--- src/rtl/gate_test_pkg.sv ---
// Shared types and helpers for the quad 2-input gate tester.
// Optional feature macro: GATE_TEST_SYNC_EN (see gate_quad_tester.sv).
package gate_test_pkg;

    localparam int unsigned GATE_W = 4;

    localparam logic [1:0] OP_AND  = 2'd0;
    localparam logic [1:0] OP_NAND = 2'd1;
    localparam logic [1:0] OP_OR   = 2'd2;
    localparam logic [1:0] OP_XOR  = 2'd3;

    typedef enum logic [2:0] {
        ST_IDLE,
        ST_DRIVE,
        ST_SETTLE,
        ST_CHECK,
        ST_DONE
    } state_t;

    // Expected outputs of all four gates for the selected function.
    function automatic logic [GATE_W-1:0] expected_y(
        input logic [1:0]        op,
        input logic [GATE_W-1:0] a,
        input logic [GATE_W-1:0] b
    );
        logic [GATE_W-1:0] y;
        y = '0;
        unique case (op)
            OP_AND:  y = a & b;
            OP_NAND: y = ~(a & b);
            OP_OR:   y = a | b;
            OP_XOR:  y = a ^ b;
            default: y = '0;
        endcase
        return y;
    endfunction

    // B vector is the step rotated by two, so gate i pairs s[i] with s[(i+2)%4].
    function automatic logic [GATE_W-1:0] b_from_step(input logic [GATE_W-1:0] s);
        return {s[1:0], s[3:2]};
    endfunction

endpackage

--- src/rtl/gate_ref_model.sv ---
// Combinational reference for four 2-input gates of the selected function.
module gate_ref_model
    import gate_test_pkg::*;
(
    input  logic [1:0]        i_op,
    input  logic [GATE_W-1:0] i_a,
    input  logic [GATE_W-1:0] i_b,
    output logic [GATE_W-1:0] o_y_exp
);

    always_comb begin
        o_y_exp = expected_y(i_op, i_a, i_b);
    end

endmodule

--- src/rtl/gate_quad_tester.sv ---
// Sweeps 16 vectors over a quad 2-input gate and reports pass/fail with per-gate mask.
// Define GATE_TEST_SYNC_EN to pass dut_y through a 2-flop synchronizer (needs SETTLE_CYC >= 2).
module gate_quad_tester
    import gate_test_pkg::*;
#(
    parameter int unsigned SETTLE_CYC = 4
) (
    input  logic              clk,
    input  logic              rst,
    input  logic              start,
    input  logic [1:0]        op,
    output logic [GATE_W-1:0] dut_a,
    output logic [GATE_W-1:0] dut_b,
    input  logic [GATE_W-1:0] dut_y,
    output logic              busy,
    output logic              done,
    output logic              pass,
    output logic [GATE_W-1:0] fail_mask,
    output logic [GATE_W-1:0] fail_step
);

    if (SETTLE_CYC < 1 || SETTLE_CYC > 15) begin : g_bad_settle_range
        $error("gate_quad_tester: SETTLE_CYC must be in 1..15");
    end

    localparam logic [3:0] SETTLE_LOAD = 4'(SETTLE_CYC - 1);

    state_t            r_state;
    logic [GATE_W-1:0] r_step;
    logic [3:0]        r_cnt;
    logic [1:0]        r_op;
    logic [GATE_W-1:0] w_y;
    logic [GATE_W-1:0] w_y_exp;
    logic [GATE_W-1:0] w_mism;
    logic [GATE_W-1:0] w_step_next;

`ifdef GATE_TEST_SYNC_EN
    if (SETTLE_CYC < 2) begin : g_bad_settle_sync
        $error("gate_quad_tester: SETTLE_CYC must be >= 2 with GATE_TEST_SYNC_EN");
    end

    logic [GATE_W-1:0] r_y_meta;
    logic [GATE_W-1:0] r_y_sync;

    // Synchronizer refills during SETTLE, so CHECK sees the settled vector.
    always_ff @(posedge clk or posedge rst) begin
        if (rst) begin
            r_y_meta <= '0;
            r_y_sync <= '0;
        end else begin
            r_y_meta <= dut_y;
            r_y_sync <= r_y_meta;
        end
    end

    assign w_y = r_y_sync;
`else
    assign w_y = dut_y;
`endif

    gate_ref_model u_ref (
        .i_op    (r_op),
        .i_a     (dut_a),
        .i_b     (dut_b),
        .o_y_exp (w_y_exp)
    );

    assign w_mism      = w_y ^ w_y_exp;
    assign w_step_next = r_step + 1'b1;

    always_ff @(posedge clk or posedge rst) begin
        if (rst) begin
            r_state   <= ST_IDLE;
            r_step    <= '0;
            r_cnt     <= '0;
            r_op      <= OP_AND;
            dut_a     <= '0;
            dut_b     <= '0;
            busy      <= 1'b0;
            done      <= 1'b0;
            pass      <= 1'b0;
            fail_mask <= '0;
            fail_step <= '0;
        end else begin
            done <= 1'b0;
            unique case (r_state)
                ST_IDLE: begin
                    if (start) begin
                        r_op      <= op;
                        r_step    <= '0;
                        dut_a     <= '0;
                        dut_b     <= '0;
                        fail_mask <= '0;
                        fail_step <= '0;
                        pass      <= 1'b0;
                        busy      <= 1'b1;
                        r_state   <= ST_DRIVE;
                    end
                end
                ST_DRIVE: begin
                    r_cnt   <= SETTLE_LOAD;
                    r_state <= ST_SETTLE;
                end
                ST_SETTLE: begin
                    if (r_cnt == '0) begin
                        r_state <= ST_CHECK;
                    end else begin
                        r_cnt <= r_cnt - 1'b1;
                    end
                end
                ST_CHECK: begin
                    fail_mask <= fail_mask | w_mism;
                    if (w_mism != '0 && fail_mask == '0) begin
                        fail_step <= r_step;
                    end
                    // Next vector is driven on the same edge that enters DRIVE.
                    if (r_step == 4'd15) begin
                        r_state <= ST_DONE;
                    end else begin
                        r_step  <= w_step_next;
                        dut_a   <= w_step_next;
                        dut_b   <= b_from_step(w_step_next);
                        r_state <= ST_DRIVE;
                    end
                end
                ST_DONE: begin
                    done    <= 1'b1;
                    busy    <= 1'b0;
                    pass    <= (fail_mask == '0);
                    r_state <= ST_IDLE;
                end
                default: begin
                    r_state <= ST_IDLE;
                end
            endcase
        end
    end

endmodule
--- config.mk ---
export PLATFORM = sky130hd
export DESIGN_NAME = gate_quad_tester
export DESIGN_NICKNAME = d
export VERILOG_FILES = /design/src/rtl/gate_test_pkg.sv /design/src/rtl/gate_ref_model.sv /design/src/rtl/gate_quad_tester.sv
export SDC_FILE = /design/constraint.sdc
export NUM_CORES = 1
export LEC_CHECK = 0
export ABC_AREA = 1
export CAP_MARGIN = 25
export CELL_PAD_IN_SITES_DETAIL_PLACEMENT = 0
export CELL_PAD_IN_SITES_GLOBAL_PLACEMENT = 1
export CORE_ASPECT_RATIO = 0.6
export CORE_UTILIZATION = 37
export CTS_CLUSTER_DIAMETER = 200
export DETAILED_ROUTE_END_ITERATION = 8
export GPL_TIMING_DRIVEN = 0
export PLACE_DENSITY = 0.75
export SLEW_MARGIN = 0
export SYNTH_ARGS = -nofsm -noshare
export SYNTH_HDL_FRONTEND = slang
export SYNTH_SLANG_ARGS = --single-unit
export TNS_END_PERCENT = 50
--- constraint.sdc ---
create_clock -name clk -period 2 [get_ports clk]
set_clock_uncertainty 0.1 [all_clocks]
set_input_delay 0.2 -clock clk [delete_from_list [all_inputs] [get_ports clk]]
set_output_delay 0.2 -clock clk [all_outputs]
set_load 0.1 [all_outputs]
==> metrics.md <==
| Metric | Value |
|---|---|
| Status | finished, final reports clean |
| Full die area | approximately 4000 um^2 |
| Class of the worst hold path | in2async |
| CP peak stage delay | roughly 0.81 ns |
| EDFF count, synth | 0 |
| Ant. Diodes | 0 |
| Crit path max fanout | 7 |
| Post-route ant nets | 0 |
| Max-cap viol count | 0 |
| Pin count of the biggest net entering global routing | 25 |
| CTS buffer count | 3 |
| CP Capture Type | primary output |
| Initial antenna violation count | 0 |
| Flops & latches, synth | 24 |
| Share of layout cells above drive strength 1 | 18.5% |
| IO Count | 28 |
| Vias in the first global route | around 1200 |
| Worst Path Arrival | about 1.7 ns |
| CTS tree | done |
| Gr usage total | around 17% |
| Post-Syn Area | between 1000 and 1500 um^2 |
| DRC | 0 |
| Register area share after synthesis | 43.6% |
| First-pass GRT wire length | about 5100 um |
| H-tree depth | 1 |
| DR WL met2 | ~1200 um |
| Yosys warns | 0 |
| Overall die height | roughly 49 um |
| Fin worst setup slack | 0.0445 ns |
| Drt pass-1 iters | 4 |
| Slew Viols, Final | 0 |
| Post-DP HPWL | 2330 um |
| Hold_buf cts | 0 |
| WL/cell | 12.5 um |
| Synth Instances | 163 |
| Wire length on met3 | ~180 um |
| Synth cell types | 26 |
| Final setup vio count | 0 |
| Setup TNS | 0 ns |
| CP max stage cell | clkdlybuf4s15_1 |
| Port bufs | 27 |
| Crit start category | flip-flop |
| Clock Sinks | 24 |
| R2R cell count | 12 |
| Slew @ Worst Pin | just under 1 ns |
| Fin nets | about 210 |
| Pre-CTS WS | -0.00392 ns |
| FMAX | 511 MHz |
| Clock slew at reported path FFs | around 0.080 ns |
| Core Region | between 3000 and 4000 um^2 |
| Row cnt | 16 |
| DIE WIDTH | 80.7 um |
| Post-Syn Area per Cell | 8.44 um^2 |
| CP cell instances | buf_4, clkdlybuf4s15_1 |
| DRT met1 WL | around 1600 um |
| Asr flop ratio synth | between 90% and 100% |
| Top_reg_cell synth | dfrtp_1 |
| Worst flop-to-flop path startpoint | dut_b[2]$_DFFE_PP0P_ |
| Max-Slew Margin vs Limit | 36.0% |
| Final Util | between 50 and 60% |
| Via Count | 1173 |
| Initial Util | roughly two fifths |
| R2R Setup Slk | 0.15 ns |
| Top sig layer | met4 |
| Latest clock arrival within the worst-skew pair | between 0.2 and 0.3 ns |
| Max Buffers Root-to-Sink | 2 |
| Initial detailed-routing violation count | between 70 and 80 |
| Part of the cycle the worst path needs | a little over nine tenths |
| Worst r2r dst | fail_step[2]$_DFFE_PP0P_ |
| Hold Fails Final Rpt | 0 |
| Root Buffer | clkbuf_8 |
| Worst EP required | 1.70 ns |
| Syn Nets | ~180 |
| Critical Path End | dut_b[1] |
| Remaining Overflow, GRT | 0 |
| Drt total wl | between 2000 and 3000 um |
| CP startpoint | dut_b[1]$_DFFE_PP0P_ |
| Min cycle time layout | between 1.5 and 2 ns |
| RePlAce Congestion | just under 0.8 |
| DR vias/cell | 4.89 |
| WHS | about 0.35 ns |
| P&R area growth vs syn | 26.9% |
| Critical path type | reg2out |
## critical path, delay by kind of cell, from the launching register on
kind	cells	cell delay (ns)
flops	1	0.45
buf+inv	2	0.94
## layer usage
layer | track usage (%) | up-vias
met1 | 25.5 | 554
li1 | - | 582
met5 | 0 | -
met4 | 1.79 | 0
met2 | 25.0 | 33
met3 | 4.11 | 4
## placed cells by master (no fill, tap or decap), drive strengths merged, types with 2 or more instances in the layout
| cell type | netlist | routed |
|---|---|---|
| nand3b | 4 | 4 |
| nor2 | 15 | 15 |
| dfrtp | 24 | 24 |
| dlygate4sd2 | 0 | 15 |
| ha | 7 | 7 |
| buf | 5 | 9 |
| nand4 | 2 | 2 |
| o21ai | 9 | 9 |
| clkdlybuf4s50 | 0 | 8 |
| inv | 27 | 27 |
| nor3 | 4 | 4 |
| nand2 | 37 | 37 |
| clkbuf | 0 | 4 |
| a21oi | 3 | 3 |
| nand3 | 20 | 20 |
## final cells by class
type | instances | area [um^2]
Clock buffer | 4 | 45.0
Multi-Input combinational cell | 107 | 638
Timing Repair Buffer | 28 | 251
Buffer | 5 | 41.3
Fill cell | 332 | 1660
Tap cell | 45 | 56.3
Inverter | 27 | 101
Sequential cell | 24 | 613
## flip-flops by register name, summed over array words and instances (netlist names)
register	count
r_op	2
fail_step	4
r_cnt	4
fail_mask	4
done	1
pass	1
r_step	1
r_state	3
dut_b	3
busy	1
## metrics by stage
step / instance area [um^2] / std cells
2_1_floorplan: 1390 / 163
3_3_place_gp: 1720 / 235
3_5_place_dp: 1720 / 235
4_1_cts: 1740 / 239
5_1_grt: 1750 / 240
6_report: 1750 / 240
## worst min path at each step
stage | start | to | slack, ns | cells after the start
6_report | rst | r_cnt[0]$_DFFE_PP0P_ | 0.35 | 2
5_1_grt | op[1] | r_op[1]$_DFFE_PP0P_ | 0.40 | 3
4_1_cts | rst | r_cnt[0]$_DFFE_PP0P_ | 0.38 | 2
3_5_place_dp | busy$_DFFE_PP0P_ | busy$_DFFE_PP0P_ | 0.38 | 2
3_3_place_gp | busy$_DFFE_PP0P_ | busy$_DFFE_PP0P_ | 0.37 | 2
2_1_floorplan | rst | busy$_DFFE_PP0P_ | 0.11 | 1
## timing repair
action                                  4_1_cts  5_1_grt
endpoints found under the setup margin       19        6
buffers inserted                              0        1
hold endpoints to repair                      0        0
resized for setup                            22        5
## Yosys cell counts, types with 2 or more instances
master	instances	area [um^2]
nand2_1	29	109
inv_1	26	97.6
dfrtp_1	24	601
nand3_1	18	90.1
nor2_1	10	37.5
o21ai_0	9	45.0
ha_1	7	87.6
nand2_2	6	37.5
buf_4	4	30.0
nand3b_1	4	30.0
a21oi_1	3	15.0
nor2_4	3	33.8
nor3_1	3	15.0
nand2_4	2	22.5
nand3_2	2	20.0
nand4_1	2	12.5
nor2_2	2	12.5
## cells by family after synthesis
kind of cell / synth area share [%]
adders and majority gates: 6.36
AOI/OAI and AO/OA: 6.73
xor gates and xnor gates: 0.636
DFF: 43.6
buffers and inverters: 10.4
and+or+nand+nor: 32.3
Power is not shown: default switching activity piles up to over one toggle a cycle in this logic, so the estimate is an artifact.
==> patch 1, RTL diff (same settings) <==
The 5 states of `state_t` get a one-hot encoding in 5 bits.
--- a/src/rtl/gate_test_pkg.sv
+++ b/src/rtl/gate_test_pkg.sv
@@ -9,12 +9,12 @@
     localparam logic [1:0] OP_OR   = 2'd2;
     localparam logic [1:0] OP_XOR  = 2'd3;
 
-    typedef enum logic [2:0] {
-        ST_IDLE,
-        ST_DRIVE,
-        ST_SETTLE,
-        ST_CHECK,
-        ST_DONE
+    typedef enum logic [4:0] {
+        ST_IDLE   = 5'b00001,
+        ST_DRIVE  = 5'b00010,
+        ST_SETTLE = 5'b00100,
+        ST_CHECK  = 5'b01000,
+        ST_DONE   = 5'b10000
     } state_t;
 
     // Expected outputs of all four gates for the selected function.
Function: same outputs for any inputs over 10 cycles, from zero or initial values and one cycle with rst high; not proved beyond that.
==> patch 1 against the unedited design <==
Sequential cell count up 2. Via count rose by 8.3%. Setup slack worse by 0.011 ns. Utilization is 2.8 points higher. The run now ends with design-rule violations left. Design area increased by 18%. Register-to-register slack worse by 0.09 ns. Synthesized area increased by 11%. Synthesized cell count grew 8.6%. Count of clock-buffer cells in the layout did not move. Global-route usage decreased by 0.31 points. Routed wire length rose by 15%.
==> patch 1: results (changes against the unedited design) <==
yosys:
  synth_ff_type: "dfrtp_1"
  ys_top_cells_by_count: "39 x nand2_1, 25 x dfrtp_1, 22 x inv_1, 15 x nand3_1, 9 x nor2_1"
  synth-async-reset-ratio_pct: 100  # unchanged
  yosys_warnings: 0  # unchanged
  synth_cell_types: 33  # +27%
  yosysSeqAreaShare_pct: 42.8  # -0.86 points
  syn_nets: 193  # +7.8%
  synth_area_leaders: "dfrtp_1 41%, nand2_1 9.6%, ha_1 5.7%"
  post_synth.cell_area_avg_sq_um: 8.61  # +2.0%
power:
  leakage_nw: 1.04
  ir_worst_vdd_v: 0.000847
  p_int_w: 0.00125
clocking:
  cts_inserted_buffers: 3  # unchanged
  clockBufferDepth: 2  # unchanged
  clk_latency_ns: 0.28  # +0.02 ns
  cts.clk_slew.worst_paths_ns: 0.09
  cts_root_buf: "clkbuf_8"
  h-tree-depth: 1  # unchanged
global_route:
  grt_max_degree: 27  # +8.0%
  grt_pass1_vias: 1158  # +0.52%
  track_usage_pct: 16.6  # -0.31 points
  grt_pass1_wl_um: 5500  # +7.6%
  antenna_found_initial: 0  # unchanged
layout:
  n_antenna_cell: 0  # unchanged
  fin_cells: 262  # +9.2%
  nets: 232  # +9.4%
  top_register: "r_state"
  drive_gt1_share_pct: 32.6  # +14 points
  fillers: 363  # +9.3%
  largest_reg_flops: 5
detailed_routing:
  first_iter_violations: 100  # +33%
  dr_total_vias: 1270  # +8.3%
  drtPass1Iterations: 8  # +4
  drc: 2  # +2
  wl_um: 3450  # +15%
timing:
  hold_viol: 0  # unchanged
  max_slew_margin_pct: 35.4  # -0.60 points
hold_path:
  min_path_type: "primary input to async pin"
placed_design:
  port_buffers: 27  # unchanged
  placed_cells: 251  # +6.8%
  place_area_sq_mm: 0.00187  # +8.9%
  dp_hpwl_um: 2500  # +7.4%
  place_congestion: 0.804  # +1.7%
setup_path:
  cp.arrival_ns: 1.67
  critPathMaxFanout: 5  # -2
  rrSetupSlack_ns: 0.06  # -0.09 ns
status:
  status: "finished with violations"
  violations: "design-rule violations"
[patch 1: worst max-delay path, cell delays in order, from the launching register on]
cell	delay [ns]
dfrtp_4	0.47
buf_4	0.12
clkdlybuf4s15_1	0.80
[patch 1: layout make-up]
class / count / area (sq um) / share of cell area [%]
Clock buffer: 4 / 55.1 / 2.67
Inverter: 28 / 113 / 5.46
Sequential cell: 26 / 667 / 32.3
Timing Repair Buffer: 34 / 319 / 15.5
Multi-Input combinational cell: 118 / 808 / 39.2
Tap cell: 47 / 58.8 / 2.85
Buffer: 5 / 41.3 / 2.00
[patch 1: worst paths after layout]
path                              start      endpoint  depth (start not counted)
max reg2reg                   r_step[1]  fail_step[0]                         14
max                            dut_b[2]      dut_b[2]                          2
min reg2reg                fail_step[3]  fail_step[3]                          2
min in group clk                  op[1]       r_op[1]                          3
min                                 rst  fail_step[0]                          2
max in group asynchronous           rst    r_state[0]                          3
[patch 1: logic make-up after synthesis]
| kind of cell | share of synthesized area [%] |
|---|---|
| AOI/OAI and AO/OA | 7.80 |
| adders and majority gates | 5.75 |
| xor gates and xnor gates | 0.575 |
| buffers and inverters | 9.61 |
| DFF | 42.8 |
| and+or+nand+nor | 33.5 |
[patch 1: power groups by stage]
stage,Sequential (W),Clock (W),Combinational [W]
6_report,0.000749,0.000355,0.00128
5_1_grt,0.000765,0.000386,0.00141
4_1_cts,0.000742,0.000362,0.00115
3_5_place_dp,0.000752,0,0.00116
3_3_place_gp,0.000749,0,0.00114
2_1_floorplan,0.000884,0,0.000782
[patch 1: layer usage]
metal	track usage (%)	routed length [um]	vias up	share of wire [%]
li1	-	-	645	-
met2	23.8	1410	35	41
met1	24.3	1820	586	53
met4	4.24	31	0	0.90
met3	4.76	191	4	5.5
met5	0	0	-	0
[patch 1: through the flow]
stage | util [%] | setup TNS [ns] | worst slack [ns] | hold WS [ns]
after floorplan | - | 0 | 0.0309 | 0.139
after detailed placement | 49.1 | 0 | 0.0315 | 0.362
final | 54.2 | 0 | 0.0330 | 0.0883
after global routing | 54.2 | -0.126 | -0.0421 | 0.130
after CTS | 49.9 | 0 | 0.0135 | 0.383
after global placement | 49.1 | 0 | 0.0340 | 0.362
[patch 1: repair_timing]
item / in CTS / in global routing
setup endpoints to repair: 19 / 6
pin swaps: 0 / 9
setup buffers: 0 / 6
resized for setup: 21 / 28
==> patch 2, RTL diff (same settings) <==
Without the edit above. Put one more register stage on the output `fail_mask`, without a reset. The value now appears one clock later. The other outputs are not delayed to match.
--- a/src/rtl/gate_quad_tester.sv
+++ b/src/rtl/gate_quad_tester.sv
@@ -18,6 +18,8 @@
     output logic [GATE_W-1:0] fail_mask,
     output logic [GATE_W-1:0] fail_step
 );
+
+    logic [GATE_W-1:0] fail_mask_s0;
 
     if (SETTLE_CYC < 1 || SETTLE_CYC > 15) begin : g_bad_settle_range
         $error("gate_quad_tester: SETTLE_CYC must be in 1..15");
@@ -79,7 +81,7 @@
             busy      <= 1'b0;
             done      <= 1'b0;
             pass      <= 1'b0;
-            fail_mask <= '0;
+            fail_mask_s0 <= '0;
             fail_step <= '0;
         end else begin
             done <= 1'b0;
@@ -90,7 +92,7 @@
                         r_step    <= '0;
                         dut_a     <= '0;
                         dut_b     <= '0;
-                        fail_mask <= '0;
+                        fail_mask_s0 <= '0;
                         fail_step <= '0;
                         pass      <= 1'b0;
                         busy      <= 1'b1;
@@ -109,8 +111,8 @@
                     end
                 end
                 ST_CHECK: begin
-                    fail_mask <= fail_mask | w_mism;
-                    if (w_mism != '0 && fail_mask == '0) begin
+                    fail_mask_s0 <= fail_mask_s0 | w_mism;
+                    if (w_mism != '0 && fail_mask_s0 == '0) begin
                         fail_step <= r_step;
                     end
                     // Next vector is driven on the same edge that enters DRIVE.
@@ -126,7 +128,7 @@
                 ST_DONE: begin
                     done    <= 1'b1;
                     busy    <= 1'b0;
-                    pass    <= (fail_mask == '0);
+                    pass    <= (fail_mask_s0 == '0);
                     r_state <= ST_IDLE;
                 end
                 default: begin
@@ -136,4 +138,8 @@
         end
     end
 
+    always_ff @(posedge clk) begin
+        fail_mask <= fail_mask_s0;
+    end
+
 endmodule
Check against the original RTL: not equivalent (Yosys sat finds a counterexample within 10 cycles, from zero or initial values and one cycle with rst high).
==> patch 2 against the unedited design <==
Design area is 7.7% higher. Critical path type unchanged. Global-route usage decreased by 1.4 points. Routed wire length down 1.8%. Synthesized area is 7.0% higher. Via count rose by 0.34%. Setup slack about the same. Sequential cell count grew 4. Utilization down 1.1 points.
==> patch 2: results (changes against the unedited design) <==
status:
  status: "completed"
detailed_routing:
  drt-met1-wl_um: 1570  # -1.1%
  wl_per_cell_um: 12.0  # -3.8%
  first_iter_violations: 40  # -47%
  wl_um: 2940  # -1.8%
  wl_met2_um: 1240  # +2.2%
  viasPerCell: 4.80  # -1.7%
  routed-wl-met3_um: 134  # -24%
  highest_layer: "met3"
yosys:
  synth_compound_area_share_pct: 8.16  # +1.4 points
  ys_top_cells_by_count: "27 x nand2_1, 24 x dfrtp_1, 22 x inv_1, 16 x nand3_1, 9 x nor2_1"
  synthAdderAreaFrac_pct: 5.95  # -0.42 points
  syn-instance-count: 166  # +1.8%
  synth_area_leaders: "dfrtp_1 41%, nand2_1 6.9%, ha_1 5.9%"
  yosysSeqAreaShare_pct: 46.2  # +2.6 points
  synth-async-reset-ratio_pct: 85.7  # -14 points
  synth_xor_area_share_pct: 0.595  # -0.042 points
  syn_nets: 182  # +1.7%
  synth_ff_type: "dfrtp_1"
  synth_cell_types: 29  # +12%
setup_path:
  crit_end: "dut_b[1]"
  reg2reg_to: "fail_step[1]"
  rrSetupSlack_ns: 0.12  # -0.03 ns
  r2r_start: "dut_b[0]"
  critPathMaxFanout: 6  # -1
placed_design:
  place_congestion: 0.810  # +2.4%
  placed_cells: 240  # +2.1%
  dp_hpwl_um: 2270  # -2.5%
  place_ws_ns: 0.0304  # +0.0344 ns
timing:
  fin_ws_ns: 0.0443  # -0.000225 ns
  max_slew_margin_pct: 36.2  # +0.12 points
  hold_viol: 0  # unchanged
layout:
  drive_gt1_share_pct: 20.7  # +2.2 points
  nets: 215  # +1.4%
global_route:
  track_usage_pct: 15.5  # -1.4 points
clocking:
  cts.clk_slew.worst_paths_ns: 0.10  # +0.02 ns
  cts_inserted_buffers: 3  # unchanged
  clk_latency_ns: 0.28  # +0.02 ns
## patch 2: cell count changes after synthesis, moves of 2 or more
cell,delta
nand3_1,-2
a21oi_1,+3
nand2_4,+3
o21ai_0,-2
nand2_1,-2
nand2_2,-3
inv_1,-4
dfxtp_1,+4
inv_2,+3
o21ai_1,+3
## patch 2: stage by stage
stage	utilization, %	cell area [sq um]	setup TNS, ns
after floorplan	-	1490	0
after global placement	48.5	1820	0
after detailed placement	48.5	1820	0
after CTS	49.8	1860	0
after global routing	50.3	1880	-0.0103
final	50.3	1880	0
## patch 2: what timing repair did
item / in CTS / in global routing
pin swaps: 0 / 0
setup endpoints to repair: 19 / 7
resized for setup: 20 / 7
gates cloned: 0 / 0
## patch 2: cell type report
type                            instances  area (sq um)
Tap cell                               47          58.8
Clock inverter                          1          30.0
Timing Repair Buffer                   28           259
Fill cell                             373          1860
Buffer                                  5          41.3
Clock buffer                            3          41.3
Multi-Input combinational cell        107           658
Inverter                               26          97.6
Sequential cell                        28           696
## patch 2: layer usage
layer	track usage (%)	vias up
li1	-	600
met1	21.4	548
met2	25.0	29
met3	4.20	0
met4	2.54	0
met5	0	-
## patch 2: critical path, stage by stage (launching register included)
cell and delay (ns):
dfrtp_4 0.46, buf_4 0.11, clkdlybuf4s15_1 0.81
## patch 2: power by group
| group | switching, W | total (W) | internal (W) |
|---|---|---|---|
| logic | 0.00150 | 0.00198 | 0.000486 |
| registers | 0.000133 | 0.000914 | 0.000780 |
| clock network | 0.000179 | 0.000447 | 0.000268 |
| total | 0.00181 | 0.00334 | 0.00153 |
